**src/rtl/ex_muldiv_pkg.sv**
```systemverilog
// Shared definitions for the iterative multiply/divide unit: op encodings,
// FSM states, default widths and small op-classification helpers.
package ex_muldiv_pkg;

    localparam int XLEN_DEFAULT    = 32;
    localparam int RADDR_W_DEFAULT = 5;

    typedef enum logic [2:0] {
        OP_MUL    = 3'd0,
        OP_MULH   = 3'd1,
        OP_MULHSU = 3'd2,
        OP_MULHU  = 3'd3,
        OP_DIV    = 3'd4,
        OP_DIVU   = 3'd5,
        OP_REM    = 3'd6,
        OP_REMU   = 3'd7
    } op_e;

    typedef enum logic [1:0] {
        IDLE = 2'd0,
        CALC = 2'd1,
        DONE = 2'd2
    } state_e;

    function automatic logic op_is_div(input op_e op);
        return op[2];
    endfunction

    function automatic logic op_is_rem(input op_e op);
        return (op == OP_REM) || (op == OP_REMU);
    endfunction

    // MUL only needs the low half, which is identical for signed and unsigned.
    function automatic logic op_rs1_signed(input op_e op);
        return (op == OP_MULH) || (op == OP_MULHSU) || (op == OP_DIV) || (op == OP_REM);
    endfunction

    function automatic logic op_rs2_signed(input op_e op);
        return (op == OP_MULH) || (op == OP_DIV) || (op == OP_REM);
    endfunction

endpackage

```
**src/rtl/ex_muldiv_if.sv**
```systemverilog
// Pipeline-side handshake of the multiply/divide unit; the execute stage is
// the master, ex_muldiv is the slave.
interface ex_muldiv_if #(
    parameter int XLEN    = 32,
    parameter int RADDR_W = 5
);
    logic               start;
    logic [2:0]         op;
    logic [XLEN-1:0]    opv1;
    logic [XLEN-1:0]    opv2;
    logic [RADDR_W-1:0] reg_waddr_i;
    logic               cancel;
    logic               stallreq;
    logic               valid_o;
    logic [XLEN-1:0]    result;
    logic [RADDR_W-1:0] reg_waddr_o;

    modport master (
        output start, op, opv1, opv2, reg_waddr_i, cancel,
        input  stallreq, valid_o, result, reg_waddr_o
    );

    modport slave (
        input  start, op, opv1, opv2, reg_waddr_i, cancel,
        output stallreq, valid_o, result, reg_waddr_o
    );
endinterface

```
**src/rtl/ex_muldiv_iter.sv**
```systemverilog
// One-bit-per-cycle datapath on unsigned magnitudes: shift-add multiply or
// restoring shift-subtract divide, plus the iteration counter.
module ex_muldiv_iter #(
    parameter int XLEN = 32
) (
    input  logic            clk,
    input  logic            rst,
    input  logic            load,
    input  logic            step,
    input  logic            is_div,
    input  logic [XLEN-1:0] a,
    input  logic [XLEN-1:0] b,
    output logic [XLEN-1:0] hi,
    output logic [XLEN-1:0] lo,
    output logic            last
);
    localparam int CNT_W = $clog2(XLEN) + 1;

    logic [CNT_W-1:0] cnt;
    logic [XLEN-1:0]  b_q;
    logic [XLEN:0]    add_sum;
    logic [XLEN:0]    shifted;
    logic [XLEN:0]    diff;

    // hi stays below the divisor, so diff[XLEN] is exactly the borrow.
    always_comb begin
        add_sum = {1'b0, hi} + (lo[0] ? {1'b0, b_q} : {(XLEN+1){1'b0}});
        shifted = {hi, lo[XLEN-1]};
        diff    = shifted - {1'b0, b_q};
        last    = (cnt == CNT_W'(XLEN - 1));
    end

    always_ff @(posedge clk or posedge rst) begin
        if (rst) begin
            cnt <= '0;
            hi  <= '0;
            lo  <= '0;
            b_q <= '0;
        end else if (load) begin
            cnt <= '0;
            hi  <= '0;
            lo  <= a;
            b_q <= b;
        end else if (step) begin
            cnt <= cnt + CNT_W'(1);
            if (is_div) begin
                if (!diff[XLEN]) begin
                    hi <= diff[XLEN-1:0];
                    lo <= {lo[XLEN-2:0], 1'b1};
                end else begin
                    hi <= shifted[XLEN-1:0];
                    lo <= {lo[XLEN-2:0], 1'b0};
                end
            end else begin
                hi <= add_sum[XLEN:1];
                lo <= {add_sum[0], lo[XLEN-1:1]};
            end
        end
    end

endmodule

```
**src/rtl/ex_muldiv.sv**
```systemverilog
// RV32M-style iterative multiply/divide unit: FSM, operand sign handling,
// special-case bypass and result hold registers around ex_muldiv_iter.
module ex_muldiv
    import ex_muldiv_pkg::*;
#(
    parameter int XLEN    = XLEN_DEFAULT,
    parameter int RADDR_W = RADDR_W_DEFAULT
) (
    input  logic       clk,
    input  logic       rst,
    ex_muldiv_if.slave bus
);
    localparam logic [XLEN-1:0] MIN_NEG = {1'b1, {(XLEN-1){1'b0}}};

    state_e             state, state_nx;
    op_e                op_in, op_q;
    logic               accept, step, valid, div_q;
    logic               in_s1, in_s2, in_div0, in_ovf, in_special;
    logic [XLEN-1:0]    in_mag1, in_mag2, in_special_res;
    logic               neg_q, s1_q, special_q;
    logic [XLEN-1:0]    special_res_q, result_q;
    logic [RADDR_W-1:0] waddr_q, waddr_hold_q;
    logic [XLEN-1:0]    iter_hi, iter_lo, quo, rem, final_res;
    logic [2*XLEN-1:0]  prod;
    logic               iter_last;

    always_comb begin
        op_in   = op_e'(bus.op);
        in_s1   = op_rs1_signed(op_in) && bus.opv1[XLEN-1];
        in_s2   = op_rs2_signed(op_in) && bus.opv2[XLEN-1];
        in_mag1 = in_s1 ? -bus.opv1 : bus.opv1;
        in_mag2 = in_s2 ? -bus.opv2 : bus.opv2;
        in_div0 = op_is_div(op_in) && (bus.opv2 == '0);
        in_ovf  = ((op_in == OP_DIV) || (op_in == OP_REM))
                  && (bus.opv1 == MIN_NEG) && (bus.opv2 == '1);
        in_special = in_div0 || in_ovf;
        if (in_div0) begin
            in_special_res = op_is_rem(op_in) ? bus.opv1 : '1;
        end else begin
            in_special_res = op_is_rem(op_in) ? '0 : bus.opv1;
        end
    end

    always_comb begin
        accept = (state == IDLE) && bus.start && !bus.cancel;
        step   = (state == CALC) && !bus.cancel;
        valid  = (state == DONE) && !bus.cancel;
        div_q  = op_is_div(op_q);
    end

    // Cancel overrides everything, including a start seen in IDLE.
    always_comb begin
        state_nx = state;
        case (state)
            IDLE: if (accept) state_nx = in_special ? DONE : CALC;
            CALC: if (iter_last) state_nx = DONE;
            DONE: state_nx = IDLE;
            default: state_nx = IDLE;
        endcase
        if (bus.cancel) state_nx = IDLE;
    end

    always_ff @(posedge clk or posedge rst) begin
        if (rst) state <= IDLE;
        else     state <= state_nx;
    end

    always_ff @(posedge clk or posedge rst) begin
        if (rst) begin
            op_q          <= OP_MUL;
            neg_q         <= 1'b0;
            s1_q          <= 1'b0;
            special_q     <= 1'b0;
            special_res_q <= '0;
            waddr_q       <= '0;
        end else if (accept) begin
            op_q          <= op_in;
            neg_q         <= in_s1 ^ in_s2;
            s1_q          <= in_s1;
            special_q     <= in_special;
            special_res_q <= in_special_res;
            waddr_q       <= bus.reg_waddr_i;
        end
    end

    ex_muldiv_iter #(.XLEN(XLEN)) u_iter (
        .clk    (clk),
        .rst    (rst),
        .load   (accept),
        .step   (step),
        .is_div (div_q),
        .a      (in_mag1),
        .b      (in_mag2),
        .hi     (iter_hi),
        .lo     (iter_lo),
        .last   (iter_last)
    );

    // Magnitudes come back from the iterator; signs are reapplied here.
    always_comb begin
        prod = {iter_hi, iter_lo};
        if (neg_q) prod = -prod;
        quo = neg_q ? -iter_lo : iter_lo;
        rem = s1_q  ? -iter_hi : iter_hi;
        case (op_q)
            OP_MUL:                        final_res = prod[XLEN-1:0];
            OP_MULH, OP_MULHSU, OP_MULHU:  final_res = prod[2*XLEN-1:XLEN];
            OP_DIV, OP_DIVU:               final_res = quo;
            default:                       final_res = rem;
        endcase
        if (special_q) final_res = special_res_q;
    end

    always_ff @(posedge clk or posedge rst) begin
        if (rst) begin
            result_q     <= '0;
            waddr_hold_q <= '0;
        end else if (valid) begin
            result_q     <= final_res;
            waddr_hold_q <= waddr_q;
        end
    end

    assign bus.stallreq    = !rst && (accept || (state == CALC));
    assign bus.valid_o     = valid;
    assign bus.result      = valid ? final_res : result_q;
    assign bus.reg_waddr_o = valid ? waddr_q : waddr_hold_q;

endmodule

```
**src/flat_wrapper.sv**
```systemverilog
// flat-port wrapper written by rule: the top's interface ports become plain ports
module ex_muldiv_flat import ex_muldiv_pkg::*;
#(
    parameter int XLEN    = XLEN_DEFAULT,
    parameter int RADDR_W = RADDR_W_DEFAULT
)
  (clk, rst, bus_start, bus_op, bus_opv1, bus_opv2, bus_reg_waddr_i, bus_cancel, bus_stallreq, bus_valid_o, bus_result, bus_reg_waddr_o);
  ex_muldiv_if #(.XLEN(XLEN), .RADDR_W(RADDR_W)) bus_i ();
  input  logic clk;
  input  logic rst;
  input wire logic [$bits(bus_i.start)-1:0] bus_start;
  input wire logic [$bits(bus_i.op)-1:0] bus_op;
  input wire logic [$bits(bus_i.opv1)-1:0] bus_opv1;
  input wire logic [$bits(bus_i.opv2)-1:0] bus_opv2;
  input wire logic [$bits(bus_i.reg_waddr_i)-1:0] bus_reg_waddr_i;
  input wire logic [$bits(bus_i.cancel)-1:0] bus_cancel;
  output wire logic [$bits(bus_i.stallreq)-1:0] bus_stallreq;
  output wire logic [$bits(bus_i.valid_o)-1:0] bus_valid_o;
  output wire logic [$bits(bus_i.result)-1:0] bus_result;
  output wire logic [$bits(bus_i.reg_waddr_o)-1:0] bus_reg_waddr_o;
  assign bus_i.start = bus_start;
  assign bus_i.op = bus_op;
  assign bus_i.opv1 = bus_opv1;
  assign bus_i.opv2 = bus_opv2;
  assign bus_i.reg_waddr_i = bus_reg_waddr_i;
  assign bus_i.cancel = bus_cancel;
  assign bus_stallreq = bus_i.stallreq;
  assign bus_valid_o = bus_i.valid_o;
  assign bus_result = bus_i.result;
  assign bus_reg_waddr_o = bus_i.reg_waddr_o;
  ex_muldiv #(.XLEN(XLEN), .RADDR_W(RADDR_W)) u_core (.clk(clk), .rst(rst), .bus(bus_i));
endmodule
```
**config.mk**
```make
export PLATFORM = sky130hd
export DESIGN_NAME = ex_muldiv_flat
export DESIGN_NICKNAME = d
export VERILOG_FILES = /design/src/rtl/ex_muldiv_pkg.sv /design/src/rtl/ex_muldiv_if.sv /design/src/rtl/ex_muldiv_iter.sv /design/src/rtl/ex_muldiv.sv /design/src/flat_wrapper.sv
export SDC_FILE = /design/constraint.sdc
export NUM_CORES = 1
export LEC_CHECK = 0
export BUFFER_PORTS_ARGS = -buffer_cell sky130_fd_sc_hd__clkbuf_2
export CAP_MARGIN = 30
export CORE_MARGIN = 1.5
export CORE_UTILIZATION = 40
export CTS_CLUSTER_SIZE = 10
export DETAILED_ROUTE_END_ITERATION = 10
export PLACE_DENSITY = 0.54
export SKIP_CTS_REPAIR_TIMING = 1
export SLEW_MARGIN = 10
export SYNTH_ARGS = -nofsm -noshare
export SYNTH_HDL_FRONTEND = slang
export SYNTH_SLANG_ARGS = --single-unit
```
**constraint.sdc**
```tcl
create_clock -name clk -period 11.4 [get_ports clk]
set_input_delay 0.57 -clock clk [delete_from_list [all_inputs] [get_ports clk]]
set_output_delay 0.57 -clock clk [all_outputs]
set_load 0.01 [all_outputs]
```
==> Yosys cells after proc, flatten, opt, wreduce, memory -nomap -nowiden <==
Cells that the tools add are included.
{ "classes": {"n_addsub": 8, "n_eq_ne": 17, "n_mux": 28, "n_bitwise": 1, "reduce_logical": 28} }
{ "op_table": {"columns": ["cell", "n"], "rows": [
  ["2-to-1 mux 32 bit", 17],
  ["negator 32 bit", 4],
  ["case mux 32 bit (3 select lines)", 1],
  ["== test 32 bit, second input constant", 2],
  ["2-to-1 mux 64 bit", 1],
  ["negator 64 bit", 1],
  ["adder 32 x 33 -> 33 bit", 1],
  ["subtractor 33 x 32 -> 33 bit", 1],
  ["zero test 32 bit", 1],
  ["== test 3 bit, second input constant", 5],
  ["2-to-1 mux 6 bit", 2],
  ["logical AND 1 bit", 10],
  ["== test 3 x 2 -> 1 bit, second input constant", 3],
  ["logical OR 1 bit", 9],
  ["2-to-1 mux 2 bit", 4],
  ["adder 6 x 1 -> 6 bit, second input constant", 1],
  ["== test 3 x 1 -> 1 bit, second input constant", 2],
  ["== test 6 x 5 -> 1 bit, second input constant", 1],
  ["inequality test 3 x 2 -> 1 bit, second input constant", 2],
  ["2-to-1 mux 5 bit", 1],
  ["case mux 2 bit (2 select lines)", 1],
  ["zero test 3 bit", 1],
  ["OR reduction 3 bit", 1],
  ["== test 2 x 1 -> 1 bit, second input constant", 1],
  ["other kinds (8)", 9]
]} }
{ "word_totals": {"regBits": 184, "in_bits": 76, "output_inout_bits": 39, "wordCells": 95} }

==> Longest topological paths before layout <==
{ "depth": {"ltp_word": 9, "depth_mapped": 15, "ltp_nobuf": 13} }

==> By module <==
Synthesis repeated with hierarchy kept, for this count alone.
{ "hier_totals": {"hier_cells": 2076, "hier_area_um2": 16444.5} }
{ "modules_own_cells": {"columns": ["mod", "n_inst", "cells_each", "area_each_um2", "seq_area_each_um2"], "rows": [
  ["ex_muldiv_iter", 1, 1027, 8449.4, 2552.4],
  ["ex_muldiv", 1, 1049, 7995.2, 2052.0]
]} }

==> Worst setup path after synthesis <==
No wires, ideal clock.
{ "synth_path": {"kind": "register -> output", "start": "register u_core.u_iter.lo[0]", "end": "output bus_result[30]", "arrival_ps": 3173, "t_required_ps": 10830, "setup_slack_ps": 7657, "path_stages_with_launch": 14, "n_path_buf": 3, "path_cell_list": "dfrtp_1 clkbuf_1 inv_1 clkbuf_1 ha_1 inv_1 or3_4 or4_4 buf_6 or2_1 o21ai_1 xnor2_1 a21oi_1 nor3_1"} }
{ "synth_via": {"elab_chain_len": 5, "word_cells_on_any_way": 7, "classes_between": "add/sub: 2; mux: 5"} }
{ "synth_lines": {"columns": ["element", "line_no", "rtl"], "rows": [
  ["start, declared", "ex_muldiv_iter.sv:14", "output logic [XLEN-1:0] lo,"],
  ["start signal, assigned", "ex_muldiv_iter.sv:49", "lo <= {lo[XLEN-2:0], 1'b1};"],
  ["start signal, assigned", "ex_muldiv_iter.sv:52", "lo <= {lo[XLEN-2:0], 1'b0};"],
  ["start signal, assigned", "ex_muldiv_iter.sv:56", "lo <= {add_sum[0], lo[XLEN-1:1]};"],
  ["negator 64 bit or negator 32 bit (tied branches)", "ex_muldiv.sv:102, ex_muldiv.sv:103", null],
  ["2-to-1 mux 64 bit or 2-to-1 mux 32 bit (tied branches)", "ex_muldiv.sv:102, ex_muldiv.sv:103", null],
  ["case mux 32 bit (3 select lines) (*)", "ex_muldiv.sv:105", "case (op_q)"],
  ["2-to-1 mux 32 bit (*)", "ex_muldiv.sv:111", "if (special_q) final_res = special_res_q;"],
  ["2-to-1 mux 32 bit (*)", "ex_muldiv.sv:126", "assign bus.result = valid ? final_res : result_q;"],
  ["end, declared", "flat_wrapper.sv:19", "output wire logic [$bits(bus_i.result)-1:0] bus_result;"]
]} }
Every way passes the cells marked *; elsewhere a longest branch is shown, timed or not.

==> Worst setup path after layout <==
{ "layout_path": {"start": "register u_core.u_iter.lo[4]", "end": "output bus_result[23]"} }
The elaborated chain is that of the path after synthesis.

==> flow_metrics.tcl <==
set metrics [dict create \
    start_util 0.404 \
    synthesis.nets 2225 \
    num_vias 15900 \
    worstMarginPinSlew_ns 0.980 \
    num_antenna_cells 0 \
    fin_area_um2 17600 \
    setup_tns_ns 0 \
    clock_sinks 184 \
    placed_cell_area_um2 17000 \
    grt.overflow.total 0 \
    antenna_found_initial 0 \
    hold_class "input pin to asynchronous set/reset pin" \
    r2r_end "u_core.u_iter.hi[4]" \
    reg2regPathDepth 13 \
    drtAntennaViolNets 0 \
    cp_slowest_cell "or4_4" \
    r2r_slack_ns 6.90 \
    hold_slack_ns 0.248 \
    drt_iter0_markers 1392 \
    syn2layout_area_growth_pct 10.4 \
    fin_util 0.446 \
    cts-buffers-inserted 17 \
    place_congestion 0.944 \
    tritoncts "done" \
    dr.pass1.iters 5 \
    period_share 0.423 \
    grt_pass1_wl_um 88900 \
    layout_commonest_cell "nand2_1" \
    cts_buffer_depth 2 \
    p_leak_uw 0.00751 \
    clock.fmax_mhz 207 \
    final_cell_mix "nand2_1 (269), o21ai_0 (194), dfrtp_1 (182)" \
    grt_usage 0.280 \
    start_kind "flop" \
    critPathMaxFanout 11 \
    grt_max_degree 106 \
    max-slew-margin-rel 0.345 \
    slew_viol_final 0 \
    ys.flop_type "dfrtp_1" \
    grt_pass1_vias 15200 \
    crit_type "flop to primary output" \
    slowest_delay_ns 0.59 \
    finalNetCount 2251 \
    p_total_uw 4500 \
    cts-root-buf "clkbuf_16" \
    arrival_ns 4.26 \
    final_layout_size_suffix_gt1_frac 0.105 \
    ys_types 88 \
    path_cells "or4_4 > or4_1 > nor3_2 > nand3_1 > or2_4 > o21ai_2 > xnor2_1 > a221oi_1 > nor3_1 > clkbuf_2" \
    coreArea_um2 39500 \
    route.detailed.drc 0 \
    power.density_nw_per_um2 255 \
    yosysTopAreaCell "dfrtp_1" \
    clock-skew-final_ns 0.0171 \
    fin_crit_ns 4.83 \
    place_hpwl_um 40900 \
    path_clk_slew_ns 0.07 \
    synthesis.area_um2 16000 \
    die_h_um 203 \
    drv_cap 0 \
    yosys.area.top_type_share 0.288 \
    end_kind "primary output" \
    clkLatencyLatePin_ns 0.50 \
    synth-seq-cells 184 \
    async_reset_ff_frac 1.00 \
    outcome "completed" \
    ys_top_cells_by_area "dfrtp_1 (29%), nand2_1 (6.4%), o21ai_0 (6.1%)" \
    r2r_start "u_core.u_iter.lo[31]" \
    port_buffers 114 \
    setup_viol 0 \
    peakVddDrop_uv 127 \
    die_w_um 203 \
    htreeDepth 4 \
    num_io_pins 115 \
    synth_edf_count 0 \
    finalHoldViolations 0 \
    die_area_um2 41200 \
    rsz0062_at_grt "false" \
    vias_per_cell 6.01 \
    syn_inst 2077 \
    synth.avg_cell_area_um2 7.70 \
    ys_seq_area_frac 0.288 \
    yosys_warnings 0 \
    rows 73 \
    wl_um 56500 \
    post_drt_wl_per_cell_um 21.4 \
    worstPathRequired_ns 10.83 \
]
[cells by family (layout without fill, tap and decap cells)]
group           count (synthesis)  count (layout)  synth area share
buf+inv                       215             254            0.0526
xor+xnor                      187             187             0.102
simple gates                  688             688             0.201
fa+ha+maj                      73              73            0.0579
mux                            47              47            0.0296
compound gates                683             683             0.268
flops                         184             184             0.288
[metrics by stage]
| stage | std cells | setup WS (ns) |
|---|---|---|
| global placement | 2603 | 6.85 |
| finish | 2641 | 6.57 |
| floorplan | 2077 | 5.83 |
| detailed placement | 2607 | 7.00 |
| CTS | 2639 | 6.58 |
| global route | 2641 | 6.35 |
[report_power, final]
group	leakage, uW	total, uW	internal (uW)	switching [uW]
Clock	0.000303	659	357	302
Sequential	0.00232	1180	871	311
Combinational	0.00488	2660	1030	1630
[worst max-delay path, delay by kind of cell (launching register included)]
kind	cells	cell delay, ns
simple gates	6	2.55
compound gates	2	0.53
buf+inv	1	0.15
flops	1	0.44
xor+xnor	1	0.07
[layout make-up]
type / count / area [um^2]
clock buffer: 19 / 443
clock inverter: 13 / 178
fill: 4062 / 21900
inverter: 73 / 282
multi-input combinational: 1678 / 10600
sequential: 184 / 4610
tap: 525 / 657
timing repair buffer: 149 / 903
[routing by layer]
| layer | vias up | global-route usage | routed length (um) |
|---|---|---|---|
| li1 | 7556 | - | - |
| met1 | 7665 | 0.395 | 26500 |
| met2 | 572 | 0.430 | 24900 |
| met3 | 72 | 0.0536 | 3810 |
| met4 | 0 | 0.0884 | 1280 |
| met5 | - | 0 | 0 |
[synthesized netlist by cell type (all sizes together) (6+ instances only)]
| cell type | instances |
|---|---|
| buf | 24 |
| nand4 | 22 |
| clkbuf | 118 |
| nor3 | 52 |
| o22ai | 14 |
| a21o | 19 |
| nand2 | 271 |
| or4 | 17 |
| a22oi | 15 |
| nand2b | 14 |
| or3 | 19 |
| nor4 | 23 |
| inv | 72 |
| and3 | 12 |
| and2 | 7 |
| a31oi | 20 |
| o21bai | 7 |
| a21boi | 7 |
| nor2 | 179 |
| xnor2 | 98 |
| ha | 70 |
| o21ai | 215 |
| o21a | 17 |
| a21oi | 166 |
| nand3 | 33 |
| xor2 | 89 |
| o221ai | 11 |
| o211ai | 42 |
| a221oi | 8 |
| a211oi | 27 |
| o31ai | 59 |
| or2 | 9 |
| mux2i | 45 |
| o41ai | 10 |
| o311ai | 6 |
| nor2b | 11 |
| dfrtp | 184 |
[worst max path at each step]
stage | start | endpoint | slack (ns) | cells after the start
2_1_floorplan | rst | u_core.neg_q | 5.83 | 1
3_3_place_gp | u_core.u_iter.lo[31] | u_core.u_iter.hi[4] | 6.85 | 13
3_5_place_dp | u_core.u_iter.lo[31] | u_core.u_iter.hi[4] | 7.00 | 13
4_1_cts | u_core.u_iter.lo[4] | bus_result[23] | 6.58 | 10
5_1_grt | u_core.u_iter.lo[4] | bus_result[5] | 6.35 | 10
6_report | u_core.u_iter.lo[4] | bus_result[23] | 6.57 | 10
[flip-flops by register name, indices dropped and copies added, names as in the netlist, 5 cells and up]
| signal | cells |
|---|---|
| u_core.u_iter.cnt | 6 |
| u_core.waddr_q | 5 |
| u_core.result_q | 32 |
| u_core.u_iter.lo | 32 |
| u_core.u_iter.b_q | 32 |
| u_core.special_res_q | 32 |
| u_core.u_iter.hi | 32 |
| u_core.waddr_hold_q | 5 |
No activity file was read; power rests on OpenSTA's default activity.
